**config.mk**
```make
export PLATFORM = sky130hd
export DESIGN_NAME = traffic_phase_fsm
export DESIGN_NICKNAME = d
export VERILOG_FILES = /design/src/rtl/traffic_pkg.sv /design/src/rtl/traffic_next_phase.sv /design/src/rtl/traffic_phase_fsm.sv
export SDC_FILE = /design/constraint.sdc
export NUM_CORES = 1
export LEC_CHECK = 0
export BUFFER_PORTS_ARGS = -buffer_cell sky130_fd_sc_hd__buf_2
export CAP_MARGIN = 20
export CORE_MARGIN = 2
export CORE_UTILIZATION = 40
export DETAILED_ROUTE_END_ITERATION = 12
export SLEW_MARGIN = 15
export SYNTH_ARGS = -nofsm -noshare
export SYNTH_HDL_FRONTEND = slang
export SYNTH_SLANG_ARGS = --single-unit
```
**constraint.sdc**
```tcl
create_clock -name clock -period 4.9 [get_ports clock]
set_clock_uncertainty 0.15 [all_clocks]
set_input_delay 0.98 -clock clock [delete_from_list [all_inputs] [get_ports clock]]
set_output_delay 0.98 -clock clock [all_outputs]
set_load 0.1 [all_outputs]
```
**src/rtl/traffic_pkg.sv**
```systemverilog
// Shared types and constants for the multi-approach traffic phase controller.
// State encoding, timer interval codes and LED field offsets live here so the
// controller and its helpers agree on them.
package traffic_pkg;

    typedef enum logic [2:0] {
        ST_INIT,
        ST_GRN_BASE,
        ST_GRN_EXT,
        ST_YEL,
        ST_WALK
    } state_e;

    localparam logic [1:0] IV_BASE = 2'd0;
    localparam logic [1:0] IV_EXT  = 2'd1;
    localparam logic [1:0] IV_YEL  = 2'd2;
    localparam logic [1:0] IV_WALK = 2'd3;

    localparam int LED_R = 2;
    localparam int LED_Y = 1;
    localparam int LED_G = 0;

    // Timer interval that a state requests when it is entered.
    function automatic logic [1:0] state_interval(state_e s);
        case (s)
            ST_GRN_EXT: return IV_EXT;
            ST_YEL:     return IV_YEL;
            ST_WALK:    return IV_WALK;
            default:    return IV_BASE;
        endcase
    endfunction

endpackage

```
**src/rtl/traffic_next_phase.sv**
```systemverilog
// Combinational selector for the approach that gets the next green.
// Build option DEMAND_SKIP_EN: when defined, approaches without vehicle demand
// are skipped (the main road, phase 0, is never skipped); when undefined the
// order is strict round-robin.
module traffic_next_phase #(
    parameter int N_PHASE = 2,
    parameter int PW      = $clog2(N_PHASE)
) (
    input  logic [PW-1:0]      phase_i,
    input  logic [N_PHASE-1:0] sensor_i,
    output logic [PW-1:0]      next_phase_o
);

`ifdef DEMAND_SKIP_EN
    // Phase 0 never carries a skip decision, so its sensor bit is not needed here.
    logic unused_sensor0;
    assign unused_sensor0 = sensor_i[0];

    // Lowest-numbered demanding approach above the current one, else the main road.
    always_comb begin
        next_phase_o = '0;
        for (int i = N_PHASE - 1; i >= 1; i--) begin
            if (i > int'(phase_i) && sensor_i[i]) begin
                next_phase_o = PW'(i);
            end
        end
    end
`else
    // Sensors only drive green extension in this build.
    logic unused_sensor;
    assign unused_sensor = ^sensor_i;

    // Strict round-robin with wrap from the last approach to the main road.
    always_comb begin
        if (int'(phase_i) >= N_PHASE - 1) begin
            next_phase_o = '0;
        end else begin
            next_phase_o = phase_i + PW'(1);
        end
    end
`endif

endmodule

```
**src/rtl/traffic_phase_fsm.sv**
```systemverilog
// Traffic phase controller: walks N_PHASE approaches through green, an optional
// single sensor extension and yellow, inserting a pedestrian walk phase when a
// request is latched. Talks to an external interval timer and drives the LEDs.
// Optional build macro DEMAND_SKIP_EN (see traffic_next_phase) enables skipping
// approaches without demand.
module traffic_phase_fsm #(
    parameter int N_PHASE = 2,
    parameter int LED_W   = 3 * N_PHASE + 1
) (
    input  logic                       clock,
    input  logic                       reset_n,
    input  logic [N_PHASE-1:0]         sensor_sync,
    input  logic                       wr,
    input  logic                       prog_sync,
    input  logic                       expired,
    output logic                       wr_reset,
    output logic [1:0]                 interval,
    output logic                       start_timer,
    output logic [$clog2(N_PHASE)-1:0] phase,
    output logic [LED_W-1:0]           led
);
    import traffic_pkg::*;

    localparam int PW = $clog2(N_PHASE);

    function automatic logic [LED_W-1:0] all_red_led();
        logic [LED_W-1:0] v;
        v = '0;
        for (int i = 0; i < N_PHASE; i++) begin
            v[3*i+LED_R] = 1'b1;
        end
        return v;
    endfunction

    localparam logic [LED_W-1:0] LED_ALL_RED = all_red_led();

    state_e           state_q, state_d;
    logic [PW-1:0]    phase_q, phase_d;
    logic [PW-1:0]    next_phase;
    logic             walk_pending_q, walk_pending_d;
    logic             start_timer_q, start_timer_d;
    logic             wr_reset_q, wr_reset_d;
    logic [1:0]       interval_q, interval_d;
    logic [LED_W-1:0] led_q, led_d;
    logic             timer_done;
    logic             walk_entry;

    // An expiry seen while the timer is being (re)started belongs to the old interval.
    assign timer_done = expired && !start_timer_q;
    assign walk_entry = (state_q == ST_WALK) && wr_reset_q;

    traffic_next_phase #(
        .N_PHASE (N_PHASE),
        .PW      (PW)
    ) u_next_phase (
        .phase_i      (phase_q),
        .sensor_i     (sensor_sync),
        .next_phase_o (next_phase)
    );

    // Next state, active approach, walk latch and timer request.
    always_comb begin
        state_d        = state_q;
        phase_d        = phase_q;
        interval_d     = interval_q;
        start_timer_d  = 1'b0;
        wr_reset_d     = 1'b0;
        walk_pending_d = walk_entry ? 1'b0 : (walk_pending_q || wr);

        if (prog_sync && (state_q != ST_INIT)) begin
            state_d = ST_INIT;
            phase_d = '0;
        end else begin
            case (state_q)
                ST_INIT: begin
                    state_d = ST_GRN_BASE;
                    phase_d = '0;
                end
                ST_GRN_BASE: begin
                    if (timer_done) begin
                        state_d = sensor_sync[phase_q] ? ST_GRN_EXT : ST_YEL;
                    end
                end
                ST_GRN_EXT: begin
                    if (timer_done) begin
                        state_d = ST_YEL;
                    end
                end
                ST_YEL: begin
                    if (timer_done) begin
                        if (walk_pending_q) begin
                            state_d = ST_WALK;
                        end else begin
                            state_d = ST_GRN_BASE;
                            phase_d = next_phase;
                        end
                    end
                end
                ST_WALK: begin
                    if (timer_done) begin
                        state_d = ST_GRN_BASE;
                        phase_d = next_phase;
                    end
                end
                default: begin
                    state_d = ST_INIT;
                    phase_d = '0;
                end
            endcase
        end

        if (state_d == ST_INIT) begin
            interval_d = IV_BASE;
        end else if (state_d != state_q) begin
            start_timer_d = 1'b1;
            interval_d    = state_interval(state_d);
        end

        wr_reset_d = (state_d == ST_WALK) && (state_q != ST_WALK);
    end

    // LED pattern for the state and approach being entered.
    always_comb begin
        led_d = '0;
        for (int i = 0; i < N_PHASE; i++) begin
            if (i == int'(phase_d) && (state_d == ST_GRN_BASE || state_d == ST_GRN_EXT)) begin
                led_d[3*i+LED_G] = 1'b1;
            end else if (i == int'(phase_d) && state_d == ST_YEL) begin
                led_d[3*i+LED_Y] = 1'b1;
            end else begin
                led_d[3*i+LED_R] = 1'b1;
            end
        end
        led_d[3*N_PHASE] = (state_d == ST_WALK);
    end

    // Controller state and registered outputs.
    always_ff @(posedge clock or negedge reset_n) begin
        if (!reset_n) begin
            state_q        <= ST_INIT;
            phase_q        <= '0;
            walk_pending_q <= 1'b0;
            start_timer_q  <= 1'b0;
            wr_reset_q     <= 1'b0;
            interval_q     <= IV_BASE;
            led_q          <= LED_ALL_RED;
        end else begin
            state_q        <= state_d;
            phase_q        <= phase_d;
            walk_pending_q <= walk_pending_d;
            start_timer_q  <= start_timer_d;
            wr_reset_q     <= wr_reset_d;
            interval_q     <= interval_d;
            led_q          <= led_d;
        end
    end

    assign phase       = phase_q;
    assign interval    = interval_q;
    assign start_timer = start_timer_q;
    assign wr_reset    = wr_reset_q;
    assign led         = led_q;

endmodule

```
After elaboration in Yosys (flattened, before gate mapping)
Index checks and enable logic that the tools add are counted.
{"block": "totals", "elab_cells": 67, "input_bits": 7, "output_inout_bits": 12, "regBits": 16}
{"block": "op_classes", "add_sub_neg": 1, "n_mux": 30, "reduce_logical": 16, "n_eq_ne": 10, "magnitude_cmp": 2, "bitwise": 1}
{"cell": "3-bit two-way mux", "count": 6}
{"cell": "1-bit two-way mux", "count": 17}
{"cell": "3-bit case mux with 5 select lines", "count": 1}
{"cell": "3-bit by 2-bit == test with 1-bit output (second input constant)", "count": 4}
{"cell": "1-bit logical AND", "count": 8}
{"cell": "2-bit two-way mux", "count": 4}
{"cell": "3-bit by 1-bit == test with 1-bit output (second input constant)", "count": 2}
{"cell": "3-bit == test (second input constant)", "count": 2}
{"cell": "3-bit zero test", "count": 2}
{"cell": "2-bit case mux with 3 select lines", "count": 1}
{"cell": "3-bit inequality test", "count": 1}
{"cell": "3-bit inequality test (second input constant)", "count": 1}
{"cell": "1-bit case mux with 3 select lines", "count": 1}
{"cell": "3-bit nonzero test", "count": 1}
{"cell": "1-bit logical OR", "count": 2}
{"cell": "1-bit by 2-bit less-than comparator with 1-bit output (second input constant)", "count": 1}
{"cell": "2-bit nonzero test", "count": 1}
{"cell": "2-bit OR reduction", "count": 1}
{"cell": "1-bit adder (second input constant)", "count": 1}
{"cell": "1-bit greater-or-equal comparator (second input constant)", "count": 1}
{"cell": "1-bit zero test", "count": 1}
{"cell": "1-bit NOT", "count": 1}

Logic depth before layout (Yosys ltp)
Gate-level depths: netlist of run 1.
{"block": "depth", "word_depth": 10, "ltp_mapped": 6, "mapped_depth_nobuf": 5}

Cells and area by module
Synthesis of run 1 repeated with hierarchy kept, for this count alone.
{"block": "unflattened", "hier_cells": 80, "hier_area_um2": 830.8}
{"module": "traffic_phase_fsm", "seq_area_each_um2": 402.9, "instances": 1, "area_each_um2": 827.0, "cells_per_inst": 79}
{"module": "traffic_next_phase", "seq_area_each_um2": 0.0, "instances": 1, "area_each_um2": 3.8, "cells_per_inst": 1}

Worst setup path before layout of run 1
Ideal clock, no wire load.
{"block": "synth_path", "kind": "input to register", "startpoint": "in prog_sync", "endpoint": "reg led_q[2], in the netlist led[2]", "required_ns": 4.666, "path_slack_ns": 2.571, "cell_stages": 6, "arrival_ns": 2.095, "path_cell_list": "buf_6 > nor2_1 > nand2_1 > o32ai_4 > nor3_1 > or2_2"}
{"block": "synth_between", "elab_chain_len": 6}
{"item": "from (decl)", "line": "traffic_phase_fsm.sv:14", "source": "input logic prog_sync,"}
{"item": "1-bit logical AND *", "line": "traffic_phase_fsm.sv:70", "source": "if (prog_sync && (state_q != ST_INIT)) begin"}
{"item": "3-bit two-way mux / 1-bit two-way mux (equally long branches)", "line": "traffic_phase_fsm.sv:70"}
{"item": "3-bit by 2-bit == test with 1-bit output, or another cell as far along", "line": "traffic_phase_fsm.sv:128", "source": "end else if (i == int'(phase_d) && state_d == ST_YEL) begin"}
{"item": "1-bit logical AND / 1-bit logical OR (equally long branches)", "line": "traffic_phase_fsm.sv:128, traffic_phase_fsm.sv:126"}
{"item": "1-bit two-way mux / 1-bit logical AND (equally long branches)", "line": "traffic_phase_fsm.sv:128, traffic_phase_fsm.sv:126"}
{"item": "2-bit two-way mux *", "line": "traffic_phase_fsm.sv:126", "source": "if (i == int'(phase_d) && (state_d == ST_GRN_BASE || state_d == ST_GRN_EXT)) begin"}
{"item": "named net led_d[2]", "line": "traffic_phase_fsm.sv:44", "source": "logic [LED_W-1:0] led_q, led_d;"}
{"item": "to (signal assigned)", "line": "traffic_phase_fsm.sv:154", "source": "led_q <= led_d;"}
{"item": "to (decl)", "line": "traffic_phase_fsm.sv:44"}
The timed path passes the listed nets; every way through them passes the cells marked *.
A chain may end at the register's enable or synchronous reset.

Worst setup path after layout of run 1
{"block": "layout_path", "startpoint": "reg phase_q, in the netlist phase", "endpoint": "out phase"}
{"item": "from (decl)", "line": "traffic_phase_fsm.sv:38", "source": "logic [PW-1:0] phase_q, phase_d;"}
{"item": "from (signal assigned)", "line": "traffic_phase_fsm.sv:149", "source": "phase_q <= phase_d;"}
{"item": "to (decl)", "line": "traffic_phase_fsm.sv:19", "source": "output logic [$clog2(N_PHASE)-1:0] phase,"}
No word-level cell between the ends.

==> results of run 1 <==
cell families after synthesis:
kind of cell,count (synthesis),synth area share
XOR/XNOR,2,0.0180
buffers and inverters,6,0.0669
multiplexers,1,0.0103
AO/OA/AOI/OAI,27,0.237
AND/OR/NAND/NOR,36,0.254
flip-flops,16,0.414
where the power goes:
part           switching [mW]  internal [mW]  leakage (nW)  total [mW]
Combinational           0.301          0.110         0.233       0.411
Clock                  0.0406         0.0317        0.0150      0.0722
Sequential             0.0424          0.167         0.200       0.209
Total                   0.384          0.308         0.448       0.693
flip-flops by register name, indices dropped and copies added (netlist names):
signal / count
interval: 2
led: 7
phase: 1
start_timer: 1
state_q: 3
walk_pending_q: 1
wr_reset: 1
synth_stat cells (all sizes together) (2+ instances only):
library cell  count  share of area
nor3              4          0.021
a311oi            2          0.018
nor2              7          0.027
o21a              2          0.023
nand2             4          0.015
buf               3          0.035
dfstp             2          0.054
clkbuf            2          0.028
nand4b            2          0.018
or2               3          0.022
o21bai            2          0.015
nor3b             3          0.033
nor2b             5          0.040
dfrtp            14           0.36
a31oi             2          0.013
a21oi             4          0.021
o21ai             7          0.036
and3              2          0.015
xor2              2          0.018
layer usage:
layer,vias up,track usage,routed length [um]
li1,363,-,-
met5,-,0,0
met1,366,0.246,989
met3,11,0.0169,87
met2,33,0.230,904
met4,0,0.137,85
path summary, 6_finish.rpt:
path,startpoint,endpoint,depth (start not counted)
worst max-delay path,phase,phase,1
worst min-delay path,wr_reset,walk_pending_q,1
worst max register to register,state_q[0],led[2],5
worst min register to register,wr_reset,walk_pending_q,1
max in group asynchronous,reset_n,led[5],1
min in group asynchronous,reset_n,state_q[1],1
worst register-to-register path, stage by stage (launching register included):
cell and delay, ps:
dfrtp_1 630, nand3b_1 160, xor2_1 170, nor3_1 500, nor3_1 180, or2_2 310
layout make-up:
| cell class | count | area share |
|---|---|---|
| tap | 28 | 0.0330 |
| timing repair buffer | 18 | 0.0848 |
| clock buffer | 4 | 0.0247 |
| sequential | 16 | 0.379 |
| inverter | 1 | 0.00353 |
| multi-input combinational | 66 | 0.475 |
metrics by stage:
stage / power [mW] / cell area (sq um) / worst slack [ps] / hold WS (ps)
3_3_place_gp: 0.620 / 1040 / 2250 / 287
3_5_place_dp: 0.622 / 1040 / 2260 / 297
6_report: 0.693 / 1060 / 2510 / 305
4_1_cts: 0.697 / 1060 / 2500 / 310
2_1_floorplan: 0.572 / 972 / 2570 / 431
5_1_grt: 0.734 / 1060 / 2430 / 319
==> impl_metrics.py, run 1 <==
metrics = {
    "die": {
        "num_rows": 17,
        "start_util": 0.431,
        "die-area_sq_um": 2840,
        "die_w_um": 53.3,
        "dieHeight_um": 53.3,
        "core_area_sq_um": 2250,
        "io_pins": 19,
    },
    "power_and_ir_drop": {
        "vdd_ir_drop_max_mv": 0.295,
        "power_leakage_nw": 0.448,
        "powerDensity_nw_per_um2": 652,
    },
    "setup_path": {
        "r2r_setup_slack_ps": 2720,
        "worstPathCellList": "buf_2",
        "critical_path.max_stage_delay_ps": 490,
        "worstSetupPathType": "flop to output pin",
        "crit_family": "flip-flops",
        "end_kind": "output pin",
        "worst-path-buf-inv": 1,
        "critPathLaunchType": "flop",
        "critPathMaxFanout": 7,
        "arrival_ps": 1260,
        "cp_slowest_cell": "dfrtp_1",
        "cp.required_ps": 3770,
    },
    "global_route": {
        "grt_overflow_total": 0,
        "grt_antenna_before_repair": 0,
        "grt_pass1_vias": 715,
        "grt_pass1_wl_um": 3390,
        "grt_max_degree": 18,
        "track_usage": 0.172,
    },
    "sta": {
        "final_hold_viol_count": 0,
        "setup_tns_ps": 0,
        "slew_viol_final": 0,
        "tightest_slew_ps": 630,
        "fin_crit_sh": 0.488,
        "slew_headroom": 0.577,
        "period_minus_slack_ps": 2390,
        "rsz0062_at_grt": "false",
        "fmax_mhz": 418,
        "setup_viol": 0,
    },
    "synth": {
        "mappedNetlistArea_sq_um": 972,
        "synth_edf_count": 0,
        "seq_area_frac_synth": 0.414,
        "synthArstFlopShare": 1.00,
        "syn_inst": 88,
        "synth_cell_types": 39,
        "syn_nets": 95,
        "syn_area_per_cell_sq_um": 11.0,
        "synthFlopType": "dfrtp_1",
        "yosys_warnings": 0,
        "ys_ff_latch": 16,
    },
    "place": {
        "hpwl_um": 1520,
        "gp_congestion": 0.915,
        "dp_cells": 129,
        "io_buffers": 18,
    },
    "cts": {
        "cts_resized": 0,
        "cts_tree": "done",
        "cts_max_level": 1,
        "clockBufferDepth": 2,
        "clock_latency_ps": 290,
        "cts_sinks": 16,
        "numCtsBuffers": 3,
        "hold_buffers": 0,
        "cts_setup_buffers": 0,
        "root_buffer": "clkbuf_4",
        "cts.clk_slew.worst_paths_ps": 90,
    },
    "cells_and_area": {
        "multi_input_area_sq_um": 504,
        "drive_gt1_frac": 0.371,
        "antenna_cells": 0,
        "final_cell_count_no_fill": 133,
        "finish.utilization": 0.471,
        "synthToLayoutAreaGrowth_pct": 9.27,
        "fill_cells": 222,
        "final_common_cell": "buf_2",
        "layout_common_cells": "buf_2 (18), dfrtp_1 (14), nor2_1 (7), o21ai_0 (7)",
        "seqCellArea_sq_um": 403,
        "finalNetCount": 113,
    },
    "drt": {
        "ant_nets": 0,
        "viasPerCell": 5.81,
        "drc": 0,
        "first_pass_iters": 4,
        "wl_per_cell_um": 15.5,
        "first_iter_violations": 10,
        "routed_wl_um": 2070,
        "vias": 773,
    },
    "status": {
        "outcome": "finished clean",
    },
    "hold_path": {
        "hold_class": "flop to flop",
    },
    "run": {
        "timing.max_cap.violations": 0,
    },
}
(Power assumes the default switching activity.)
==> run 2, diff against run 1 <==
==> constraint.sdc (replaced) <==
create_clock -name clock -period 2 [get_ports clock]
set_clock_uncertainty 0.15 [all_clocks]
set_input_delay 0.4 -clock clock [delete_from_list [all_inputs] [get_ports clock]]
set_output_delay 0.4 -clock clock [all_outputs]
set_load 0.1 [all_outputs]
==> run 2 against run 1 <==
  * Utilization is 5.5 points higher
  * Cell area grew 12%
  * Hold slack worse by 87 ps
  * Die area unchanged
  * First-iteration DRC count is the same
  * Sequential share of layout area decreased by 3.6 points
  * Combinational power rose to 2.7 times the previous value
  * Clock-buffer cell count unchanged
  * Sequential power is 130% higher
  * Critical endpoint is now led[3]
  * Largest cell class unchanged
  * Largest power group unchanged
  * Highest routed layer unchanged
==> impl_metrics.py, run 2 (synthesis gave the netlist of run 1 again) <==
metrics = {
    "drt": {
        "wl_per_cell_um": 14.2,
        "first_pass_iters": 4,
        "drc": 0,
        "vias": 790,
        "ant_nets": 0,
        "viasPerCell": 5.41,
        "routed_wl_um": 2070,
        "first_iter_violations": 10,
    },
    "cts": {
        "cts_sinks": 16,
        "clock_latency_ps": 280,
        "root_buffer": "clkbuf_4",
        "cts_max_level": 1,
        "cts.clk_slew.worst_paths_ps": 90,
        "cts_setup_buffers": 0,
        "clockBufferDepth": 2,
        "cts_tree": "done",
        "numCtsBuffers": 3,
    },
    "hold_path": {
        "hold_class": "primary input to flop",
    },
    "place": {
        "gp_congestion": 0.866,
        "io_buffers": 18,
        "placed_cell_area_sq_um": 1120,
        "hpwl_um": 1520,
        "dpl_worst_slack_ps": 35.3,
    },
    "die": {
        "die-area_sq_um": 2840,
        "start_util": 0.431,
        "dieHeight_um": 53.3,
        "die_w_um": 53.3,
        "core_area_sq_um": 2250,
        "num_rows": 17,
        "io_pins": 19,
    },
    "sta": {
        "tightest_slew_ps": 492,
        "fmax_mhz": 528,
        "fin_crit_sh": 0.948,
        "setup_tns_ps": 0,
        "slew_headroom": 0.674,
        "period_minus_slack_ps": 1900,
        "setup_viol": 0,
        "final_hold_viol_count": 0,
        "rsz0062_at_grt": "false",
        "finalWorstSetupSlack_ps": 104,
        "slew_viol_final": 0,
    },
    "cells_and_area": {
        "fill_cells": 216,
        "design_area_sq_um": 1190,
        "antenna_cells": 0,
        "drive_gt1_frac": 0.483,
        "final_common_cell": "buf_2",
        "largest_reg_flops": 7,
        "layout_common_cells": "buf_2 (18), dfrtp_1 (11), buf_4 (11)",
        "synthToLayoutAreaGrowth_pct": 22.0,
        "finalNetCount": 126,
    },
    "setup_path": {
        "end_kind": "flop",
        "worstSetupPathType": "flop to flop",
        "arrival_ps": 1960,
        "critPathMaxFanout": 7,
        "cp.required_ps": 2060,
        "critPathLaunchType": "flop",
    },
    "global_route": {
        "grt_antenna_before_repair": 0,
        "grt_max_degree": 17,
        "grt_pass1_wl_um": 3380,
        "grt_pass1_vias": 734,
        "grt_overflow_total": 0,
        "track_usage": 0.168,
    },
    "power_and_ir_drop": {
        "power_leakage_nw": 0.519,
        "vdd_ir_drop_max_mv": 0.802,
        "powerDensity_nw_per_um2": 1530,
        "total_power_mw": 1.82,
    },
    "run": {
        "timing.max_cap.violations": 0,
    },
    "status": {
        "outcome": "finished clean",
    },
}
## run 2: through the flow
step | instances | hold WS (ps) | util
2_1_floorplan | 88 | -45.6 | -
3_3_place_gp | 140 | 174 | 0.497
3_5_place_dp | 140 | 181 | 0.497
4_1_cts | 145 | 202 | 0.518
5_1_grt | 146 | 204 | 0.526
6_report | 146 | 218 | 0.526
## run 2: what timing repair did
| item | CTS | global route |
|---|---|---|
| endpoints found under the setup margin | 0 | 5 |
| hold buffers | 1 | 0 |
| hold endpoints to repair | 14 | 0 |
| gates resized for setup | 0 | 3 |
## run 2: area by class of cell
type	instances	area, sq um	share of cell area
Timing Repair Buffer	30	183	0.154
Multi-Input combinational cell	67	522	0.440
Inverter	1	3.75	0.00316
Tap cell	28	35.0	0.0295
Clock buffer	4	36.3	0.0306
Sequential cell	16	407	0.343
## run 2: critical path, stage by stage, from the launching register on
cell	delay, ps
dfrtp_1	440
nor3b_2	230
nor3b_1	190
o21ai_0	200
a221oi_4	400
nor3b_2	220
## run 2: per-layer routing
layer | part of all wire | routed length, um | global-route usage | vias up
met5 | 0 | 0 | 0 | -
met4 | 0.011 | 23 | 0.0897 | 0
met3 | 0.027 | 55 | 0.0169 | 2
met2 | 0.47 | 970 | 0.259 | 15
met1 | 0.49 | 1020 | 0.228 | 385
li1 | - | - | - | 388
## run 2: power by group
| group | internal (mW) | switching (mW) | leakage [nW] |
|---|---|---|---|
| Combinational | 0.340 | 0.790 | 0.302 |
| Sequential | 0.413 | 0.0651 | 0.196 |
| Clock | 0.111 | 0.0979 | 0.0210 |
| Total | 0.864 | 0.953 | 0.519 |
## run 2: worst paths after layout
check	startpoint	endpoint	slack, ps	cells after the start
min in group asynchronous	reset_n	led[4]	400	2
hold / removal	wr	walk_pending_q	220	3
max in group asynchronous	reset_n	led[5]	1000	2
setup reg to reg	walk_pending_q	led[3]	100	5
hold reg to reg	wr_reset	walk_pending_q	300	1
setup / recovery	walk_pending_q	led[3]	100	5
